[config.mk]
export PLATFORM = sky130hd
export DESIGN_NAME = seg7_scan_driver_flat
export DESIGN_NICKNAME = d
export VERILOG_FILES = /design/src/rtl/seg7_scan_driver_pkg.sv /design/src/rtl/seg7_scan_driver_if.sv /design/src/rtl/seg7_scan_driver_hex_decode.sv /design/src/rtl/seg7_scan_driver.sv /design/src/flat_wrapper.sv
export SDC_FILE = /design/constraint.sdc
export NUM_CORES = 1
export LEC_CHECK = 0
export BUFFER_PORTS_ARGS = -buffer_cell sky130_fd_sc_hd__buf_2
export CAP_MARGIN = 20
export CORE_MARGIN = 3
export CORE_UTILIZATION = 45
export CTS_BUF_LIST = sky130_fd_sc_hd__clkbuf_16
export DETAILED_ROUTE_END_ITERATION = 6
export PLACE_DENSITY = 0.72
export SLEW_MARGIN = 5
export SYNTH_ARGS = -nofsm -noshare
export SYNTH_HDL_FRONTEND = slang
export SYNTH_SLANG_ARGS = --single-unit
[constraint.sdc]
create_clock -name clk -period 2.64 [get_ports clk]
set_input_delay 0.792 -clock clk [delete_from_list [all_inputs] [get_ports clk]]
set_output_delay 0.792 -clock clk [all_outputs]
set_load 0.02 [all_outputs]
[src/rtl/seg7_scan_driver_pkg.sv]
// Shared segment encoding for the scanned 7-segment display path.
// Segment vectors are active-low {p,g,f,e,d,c,b,a}.
package seg7_pkg;

    typedef logic [7:0] segVec_t;

    localparam segVec_t SEG_BLANK = 8'hFF;

    localparam int SEG_A = 0;
    localparam int SEG_B = 1;
    localparam int SEG_C = 2;
    localparam int SEG_D = 3;
    localparam int SEG_E = 4;
    localparam int SEG_F = 5;
    localparam int SEG_G = 6;
    localparam int SEG_P = 7;

    // Entry [n] is the active-low {g..a} pattern for hex digit n.
    localparam logic [15:0][6:0] HEX_SEG_TABLE = {
        7'h0E, 7'h06, 7'h21, 7'h46, 7'h03, 7'h08, 7'h10, 7'h00,
        7'h78, 7'h02, 7'h12, 7'h19, 7'h30, 7'h24, 7'h79, 7'h40
    };

endpackage

[src/rtl/seg7_scan_driver_if.sv]
// Producer-side bus of the scan driver: digit data, load strobe, brightness
// and the busy flag that reports an uncommitted pending buffer.
interface seg7_scan_driver_if #(
    parameter int DIGITS   = 4,
    parameter int BRIGHT_W = 3
);

    logic [4*DIGITS-1:0] hexs;
    logic [DIGITS-1:0]   points;
    logic [DIGITS-1:0]   LEs;
    logic [DIGITS-1:0]   blink;
    logic                load;
    logic [BRIGHT_W-1:0] bright;
    logic                busy;

    modport master (
        output hexs, points, LEs, blink, load, bright,
        input  busy
    );

    modport slave (
        input  hexs, points, LEs, blink, load, bright,
        output busy
    );

endinterface

[src/rtl/seg7_scan_driver_hex_decode.sv]
// Combinational hex digit + decimal point to active-low segment vector.
module seg7_hex_decode
    import seg7_pkg::*;
(
    input  logic [3:0] hex,
    input  logic       point,
    output segVec_t    seg
);

    always_comb begin
        seg               = SEG_BLANK;
        seg[SEG_G:SEG_A]  = HEX_SEG_TABLE[hex];
        seg[SEG_P]        = ~point;
    end

endmodule

[src/rtl/seg7_scan_driver.sv]
// N-digit time-multiplexed 7-segment driver with double-buffered data,
// per-digit blink/blank and PWM brightness inside each digit slot.
module seg7_scan_driver
    import seg7_pkg::*;
#(
    parameter int DIGITS       = 4,
    parameter int SCAN_LOG2    = 17,
    parameter int BRIGHT_W     = 3,
    parameter int BLINK_FRAMES = 64
) (
    input  logic                clk,
    input  logic                rst,
    seg7_scan_driver_if.slave   bus,
    output logic                frame,
    output logic [DIGITS-1:0]   AN,
    output logic [7:0]          SEGMENT
);

    localparam int IDX_W = $clog2(DIGITS);
    localparam int BFC_W = (BLINK_FRAMES > 1) ? $clog2(BLINK_FRAMES) : 1;
    localparam logic [IDX_W-1:0] LAST_IDX = IDX_W'(DIGITS - 1);
    localparam logic [BFC_W-1:0] LAST_BF  = BFC_W'(BLINK_FRAMES - 1);

    logic [SCAN_LOG2-1:0] prescaler;
    logic [IDX_W-1:0]     digitIdx;
    logic [BFC_W-1:0]     blinkCnt;
    logic                 blinkPhase;

    logic [4*DIGITS-1:0]  pendHexs,   dispHexs;
    logic [DIGITS-1:0]    pendPoints, dispPoints;
    logic [DIGITS-1:0]    pendLEs,    dispLEs;
    logic [DIGITS-1:0]    pendBlink,  dispBlink;
    logic                 busyQ;

    logic                 slotEnd;
    logic                 frameEnd;
    logic                 dutyOn;
    logic                 visible;
    logic [3:0]           curHex;
    logic                 curPoint;
    segVec_t              curSeg;

    assign slotEnd  = &prescaler;
    assign frameEnd = slotEnd && (digitIdx == LAST_IDX);

    // With bright below full scale the top prescaler bits are all ones on the
    // slot_end cycle, so duty_on is already low there; the explicit slotEnd
    // term covers full brightness and keeps AN blank across every index change.
    assign dutyOn   = (&bus.bright) || (prescaler[SCAN_LOG2-1 -: BRIGHT_W] < bus.bright);
    assign visible  = dutyOn && !slotEnd && !dispLEs[digitIdx]
                      && !(dispBlink[digitIdx] && blinkPhase);

    assign curHex   = dispHexs[4*digitIdx +: 4];
    assign curPoint = dispPoints[digitIdx];
    assign bus.busy = busyQ;

    seg7_hex_decode uDecode (
        .hex   (curHex),
        .point (curPoint),
        .seg   (curSeg)
    );

    always_ff @(posedge clk) begin
        if (!rst) begin
            prescaler  <= '0;
            digitIdx   <= '0;
            blinkCnt   <= '0;
            blinkPhase <= 1'b0;
            frame      <= 1'b0;
        end else begin
            prescaler <= prescaler + SCAN_LOG2'(1);
            frame     <= frameEnd;
            if (slotEnd) begin
                digitIdx <= (digitIdx == LAST_IDX) ? '0 : digitIdx + IDX_W'(1);
            end
            if (frameEnd) begin
                if (blinkCnt == LAST_BF) begin
                    blinkCnt   <= '0;
                    blinkPhase <= ~blinkPhase;
                end else begin
                    blinkCnt <= blinkCnt + BFC_W'(1);
                end
            end
        end
    end

    // A load coinciding with frame_end still commits the older pending copy;
    // the fresh data stays pending and busy remains set for another frame.
    always_ff @(posedge clk) begin
        if (!rst) begin
            pendHexs   <= '0;
            pendPoints <= '0;
            pendLEs    <= '0;
            pendBlink  <= '0;
            dispHexs   <= '0;
            dispPoints <= '0;
            dispLEs    <= '0;
            dispBlink  <= '0;
            busyQ      <= 1'b0;
        end else begin
            if (frameEnd && busyQ) begin
                dispHexs   <= pendHexs;
                dispPoints <= pendPoints;
                dispLEs    <= pendLEs;
                dispBlink  <= pendBlink;
            end
            if (bus.load) begin
                pendHexs   <= bus.hexs;
                pendPoints <= bus.points;
                pendLEs    <= bus.LEs;
                pendBlink  <= bus.blink;
                busyQ      <= 1'b1;
            end else if (frameEnd) begin
                busyQ      <= 1'b0;
            end
        end
    end

    always_ff @(posedge clk) begin
        if (!rst) begin
            AN      <= '1;
            SEGMENT <= SEG_BLANK;
        end else begin
            AN      <= visible ? ~(DIGITS'(1) << digitIdx) : '1;
            SEGMENT <= visible ? curSeg : SEG_BLANK;
        end
    end

endmodule

[src/flat_wrapper.sv]
// flat-port wrapper written by rule: the top's interface ports become plain ports
module seg7_scan_driver_flat import seg7_pkg::*;
#(
    parameter int DIGITS       = 4,
    parameter int SCAN_LOG2    = 17,
    parameter int BRIGHT_W     = 3,
    parameter int BLINK_FRAMES = 64
)
  (clk, rst, frame, AN, SEGMENT, bus_hexs, bus_points, bus_LEs, bus_blink, bus_load, bus_bright, bus_busy);
  seg7_scan_driver_if #(.DIGITS(DIGITS), .BRIGHT_W(BRIGHT_W)) bus_i ();
  input  logic clk;
  input  logic rst;
  output logic frame;
  output logic [DIGITS-1:0] AN;
  output logic [7:0] SEGMENT;
  input wire logic [$bits(bus_i.hexs)-1:0] bus_hexs;
  input wire logic [$bits(bus_i.points)-1:0] bus_points;
  input wire logic [$bits(bus_i.LEs)-1:0] bus_LEs;
  input wire logic [$bits(bus_i.blink)-1:0] bus_blink;
  input wire logic [$bits(bus_i.load)-1:0] bus_load;
  input wire logic [$bits(bus_i.bright)-1:0] bus_bright;
  output wire logic [$bits(bus_i.busy)-1:0] bus_busy;
  assign bus_i.hexs = bus_hexs;
  assign bus_i.points = bus_points;
  assign bus_i.LEs = bus_LEs;
  assign bus_i.blink = bus_blink;
  assign bus_i.load = bus_load;
  assign bus_i.bright = bus_bright;
  assign bus_busy = bus_i.busy;
  seg7_scan_driver #(.DIGITS(DIGITS), .SCAN_LOG2(SCAN_LOG2), .BRIGHT_W(BRIGHT_W), .BLINK_FRAMES(BLINK_FRAMES)) u_core (.clk(clk), .rst(rst), .bus(bus_i), .frame(frame), .AN(AN), .SEGMENT(SEGMENT));
endmodule
# Word-level counts from Yosys, hierarchy flattened

Memory sizes are Yosys's and may differ from the RTL's. A register that Yosys moved wholly into a read port is not among the register bits.
Index checks and enable logic that the tools add are counted.

Register bits after elaboration: 96
Word-level logic and storage cells: 57
Input bits: 34
Memories: 1
Output and inout bits: 14
Bits in read-only memories: 112

Memories:

| name             | words | width | rd ports | clocked after memory_dff | write ports | RTL line                          | text |
|---|---|---|---|---|---|---|---|
| (name not given) | 16    | 7     | 1        | 1                        | 0           | seg7_scan_driver_hex_decode.sv:12 | `seg[SEG_G:SEG_A] = HEX_SEG_TABLE[hex];` |

Order comparisons: 3
Mux-type cells: 11
Add/sub/neg operators: 3
Bitwise operators: 3
Reductions and logical operators: 16
Equality and inequality tests: 2
Shift operators: 2

Operators with widths:

| cell                                                                 | number |
|---|---|
| 17-bit by 1-bit adder with 17-bit output, second input constant      | 1 |
| 17-bit AND reduction                                                 | 1 |
| 16-bit by 5-bit indexed part select with 4-bit output                | 1 |
| 7-bit two-way mux                                                    | 1 |
| 6-bit by 1-bit adder with 6-bit output, second input constant        | 1 |
| 1-bit binary-select mux with 2-bit select                            | 3 |
| 6-bit == test, second input constant                                 | 1 |
| 1-bit logical AND                                                    | 6 |
| 6-bit two-way mux                                                    | 1 |
| 4-bit by 5-bit < comparator with 1-bit output, second input constant | 1 |
| 1-bit two-way mux                                                    | 5 |
| 1-bit zero test                                                      | 4 |
| 4-bit inverter                                                       | 1 |
| 2-bit AND reduction                                                  | 2 |
| 1-bit by 2-bit << shifter with 4-bit output, first input constant    | 1 |
| 2-bit by 3-bit < comparator with 1-bit output, second input constant | 1 |
| 3-bit < comparator                                                   | 1 |
| 3-bit AND reduction                                                  | 1 |
| 2-bit by 1-bit adder with 2-bit output, second input constant        | 1 |
| 2-bit == test, second input constant                                 | 1 |
| 2-bit two-way mux                                                    | 1 |
| 1-bit inverter                                                       | 2 |
| 2-bit nonzero test                                                   | 1 |
| 1-bit logical OR                                                     | 1 |

# Depth between registers and ports, before layout

Word-level depth: 7
Gate-level depth with buffers: 11
Mapped depth without buffers: 8

# Cells and area by module

From an unflattened synthesis, not the netlist that was laid out.

Cells, all modules: 434
Area total of the unflattened synthesis: 4247.8 um^2

By module, submodules not included:

| module           | cells each | times used | area each (um^2) | sequential area each (um^2) |
|---|---|---|---|---|
| seg7_scan_driver | 401        | 1          | 3968.8           | 1921.8 |
| seg7_hex_decode  | 33         | 1          | 279.0            | 0.0 |

# Worst setup path after synthesis

Ideal clock, no wire load.

Kind: input-to-reg
Start: in bus_bright[1]
End: reg u_core.SEGMENT[5]
Arrival: 2061 ps
Cell stages on the path: 7
Data required time: 2503 ps
Buffers on the path: 1
Slack: 442 ps
Library setup time: 137 ps
Cells stage by stage: inv_1 ha_1 or4b_1 o211ai_1 and4b_2 buf_6 o221ai_2

Cells in the longest elaborated chain, start to end: 7
Elaborated cells between the ends (all ways): 8
Those cells by class: 1 x order compare; 7 x reduce/logical

RTL lines:

| element                                                   | RTL line               | text |
|---|---|---|
| from (decl)                                               | flat_wrapper.sv:21     | `input wire logic [$bits(bus_i.bright)-1:0] bus_bright;` |
| 3-bit < comparator or 3-bit AND reduction (tied branches) | seg7_scan_driver.sv:49 | `assign dutyOn = (&bus.bright) \|\| (prescaler[SCAN_LOG2-1 -: BRIGHT_W] < bus.bright);` |
| 1-bit logical OR *                                        | seg7_scan_driver.sv:49 |  |
| 1-bit logical AND * (2 in series)                         | seg7_scan_driver.sv:50 | `assign visible = dutyOn && !slotEnd && !dispLEs[digitIdx]` |
| 1-bit logical AND *                                       | seg7_scan_driver.sv:51 | `&& !(dispBlink[digitIdx] && blinkPhase);` |
| 2-bit AND reduction (no line) *                           | n/a                    |  |
| 1-bit zero test (no line) *                               | n/a                    |  |
| to (decl)                                                 | seg7_scan_driver.sv:16 | `output logic [7:0] SEGMENT` |

Every way passes the cells marked *; elsewhere a longest branch is shown, timed or not.
A chain may end at the register's enable or synchronous reset.

# Final worst setup path

Start: reg u_core.digitIdx[0]
End: reg u_core.SEGMENT[0]

Cells in the longest elaborated chain, start to end: 7
Elaborated cells between the ends (all ways): 12
Those cells by class: 1 x shift; 4 x mux; 7 x reduce/logical

RTL lines:

| element                                                      | RTL line                                       | text |
|---|---|---|
| from (decl)                                                  | seg7_scan_driver.sv:25                         | `logic [IDX_W-1:0] digitIdx;` |
| from (signal assigned)                                       | seg7_scan_driver.sv:74                         | `digitIdx <= (digitIdx == LAST_IDX) ? '0 : digitIdx + IDX_W'(1);` |
| 1-bit binary-select mux with 2-bit select (on tied branches) | seg7_scan_driver.sv:50, seg7_scan_driver.sv:51 |  |
| 1-bit two-way mux (on tied branches)                         | seg7_scan_driver.sv:50, seg7_scan_driver.sv:51 |  |
| 1-bit zero test or 1-bit logical AND (tied branches)         | seg7_scan_driver.sv:50, seg7_scan_driver.sv:51 |  |
| 1-bit logical AND or 1-bit zero test (tied branches)         | seg7_scan_driver.sv:50, seg7_scan_driver.sv:51 |  |
| 1-bit logical AND                                            | seg7_scan_driver.sv:51                         |  |
| 2-bit AND reduction (no line)                                | n/a                                            |  |
| 1-bit zero test (no line)                                    | n/a                                            |  |

Several ways; a longest one is shown, not always the timed one. The select of a mux whose other input is x is not followed.

==> reports/qor.yml <==
path_cells: "mux4_2, inv_1, ha_1, nor2_1, nand3_1, o31ai_1, o41ai_1"
drt-initial-drc-count: 78
clock_skew_ns: 0.0127
htreeDepth: 3
crit_cells: 7
ioPinCount: 48
period_minus_slack_ns: 2.28
max_stage_delay_ns: 0.68
clk_latency_ns: 0.34
start_util_pct: 47.2
status: "complete, no violations"
cpMaxStageDelayCell: "mux4_2"
critPathCaptureType: "register"
ys_seq_elements: 96
grt_pass1_wl_um: 13400
drive_gt1_share_pct: 18.3
synthDistinctLibCells: 40
cts_buffers: 9
synthArstFlopShare_pct: 0
criticalPathCategory: "reg -> reg"
rsz0062_at_grt: "false"
firstDrtPassIters: 6
grt_remaining_overflow: 0
worstPathMaxFanout: 6
final_max_slew_viol_count: 0
crit_family: "multiplexers"
relSlewSlack_pct: 67.5
grt_pass1_vias: 2934
postPlaceCellArea_sq_um: 4560
drc: 0
grt_max_degree: 82
crit_arrival_ns: 2.51
antenna_found_initial: 0
yosysSeqAreaShare_pct: 45.5
netlist_area_sq_um: 4220
ant_nets: 0
setup_viol: 0
p_leak_uw: 0.00192
die_h_um: 103
ys_warn_count: 0
clock.fmax_mhz: 438
fp.coreArea_sq_um: 8930
route.detailed.wl_per_inst_um: 13.2
startpoint_type: "register"
clock_sinks: 96
required_ns: 2.87
hold_viol: 0
hp-class: "reg -> reg"
syn_to_final_growth_pct: 15.0
synth_nets: 475
num_antenna_cells: 0
netlist_instances: 426
drt-total-wl_um: 7670
synth_edf_count: 0
tightest_slew_ns: 0.486
root_buffer: "clkbuf_16"
cts_setup_buffers: 0
fin_crit_sh_pct: 86.5
max-vdd-ir-drop_v: 0.000455
place.gp.congestion: 0.796
dr_total_vias: 2965
r2r_cells: 7
drv_cap: 0
setup_tns_ns: 0
final_cell_mix: "dfxtp_1, nand2_1, buf_2"
ctsResizeCount: 0
clkTransAtPathRegs_ns: 0.06
whs_path_depth: 1
syn_avg_cell_area_sq_um: 9.91
fp.dieW_um: 103
design_area_sq_um: 4850
hold_buffers: 0
synth-main-ff-cell: "dfxtp_1"
fp.dieArea_sq_um: 10600
mostFrequentLayoutCell: "dfxtp_1"
hpwl_um: 5260
std_cell_rows: 34
cts_tree: "yes"
io_buffers: 47
gr-usage-all-layers_pct: 16.0
powerDensity_nw_per_um2: 603
nets: 519
viasPerCell: 5.09
clk_path_buf_depth: 2
path_buf_inv: 1
[final cells by class]
| cell class | count | area (sq um) |
|---|---|---|
| clock buffers | 9 | 225 |
| repair buffers | 56 | 315 |
| multi-input cells | 299 | 2160 |
| fillers | 794 | 4080 |
| clock inverters | 7 | 70.1 |
| well taps | 108 | 135 |
| flip-flops and latches | 96 | 1920 |
| inverters | 8 | 30.0 |
[Yosys cell counts (2+ instances only)]
master,number,area (sq um)
nor2b_1,32,200
mux4_2,7,158
or3_1,4,25.0
and3_1,6,37.5
xor2_1,7,61.3
nand2_1,76,285
ha_1,15,188
dfxtp_1,96,1920
clkbuf_1,12,45.0
and2_1,18,113
a21oi_1,2,10.0
nor4_1,2,12.5
nor2_1,8,30.0
mux2i_1,33,330
and4_1,2,17.5
o221ai_2,3,45.0
buf_2,9,45.0
o21a_1,2,15.0
a211oi_1,2,15.0
nand4_1,7,43.8
mux2_2,4,45.0
xnor2_1,13,114
buf_6,2,22.5
o21ai_0,4,20.0
nand3_1,8,40.0
a21boi_0,32,240
inv_1,7,26.3
[per-layer routing]
metal  share of wire (%)  routed length, um  GRT usage, %
met4                0.98                 75          4.78
met1                  48               3690          21.1
met2                  46               3500          25.2
met3                 5.2                398          5.01
met5                   0                  0             0
[cells by family (layout without fill, tap and decap cells)]
group | count (synthesis) | after routing | synth area share (%)
adders and majority gates | 15 | 15 | 4.45
AOI/OAI and AO/OA | 52 | 52 | 9.64
DFF | 96 | 96 | 45.5
buffers and inverters | 31 | 80 | 3.38
xor gates and xnor gates | 20 | 20 | 4.15
and+or+nand+nor | 167 | 167 | 19.9
muxes | 45 | 45 | 13.0
[worst paths after layout]
check / startpoint / end / slack [ns]
setup / recovery: u_core.digitIdx[0] / u_core.SEGMENT[0] / 0.36
hold / removal: u_core.prescaler[0] / u_core.prescaler[0] / 0.44
setup reg to reg: u_core.digitIdx[0] / u_core.SEGMENT[0] / 0.36
hold reg to reg: u_core.prescaler[0] / u_core.prescaler[0] / 0.44
[stage by stage]
stage	setup slack (ns)	cells	total power (uW)	hold WS, ns	util (%)
CTS	0.339	583	2970	0.441	54.3
finish	0.357	583	2930	0.437	54.3
global route	0.108	583	3050	0.462	54.3
floorplan	0.442	426	1630	0.412	-
detailed placement	0.167	567	1690	0.431	51.0
global placement	0.236	567	1680	0.422	51.0
[power by group]
part	internal [uW]	switching, uW	leakage (uW)
registers	1490	18.0	0.000783
clock network	734	542	0.000145
logic	76.1	72.7	0.000991
[registers in the layout (all words and copies together) (netlist names), 2 cells and up]
name               cells
u_core.prescaler      17
u_core.dispHexs       16
u_core.pendHexs       16
u_core.SEGMENT         8
u_core.blinkCnt        6
u_core.AN              4
u_core.dispBlink       4
u_core.dispLEs         4
u_core.dispPoints      4
u_core.pendBlink       4
u_core.pendLEs         4
u_core.pendPoints      4
u_core.digitIdx        2
No activity file was read; power rests on OpenSTA's default activity.
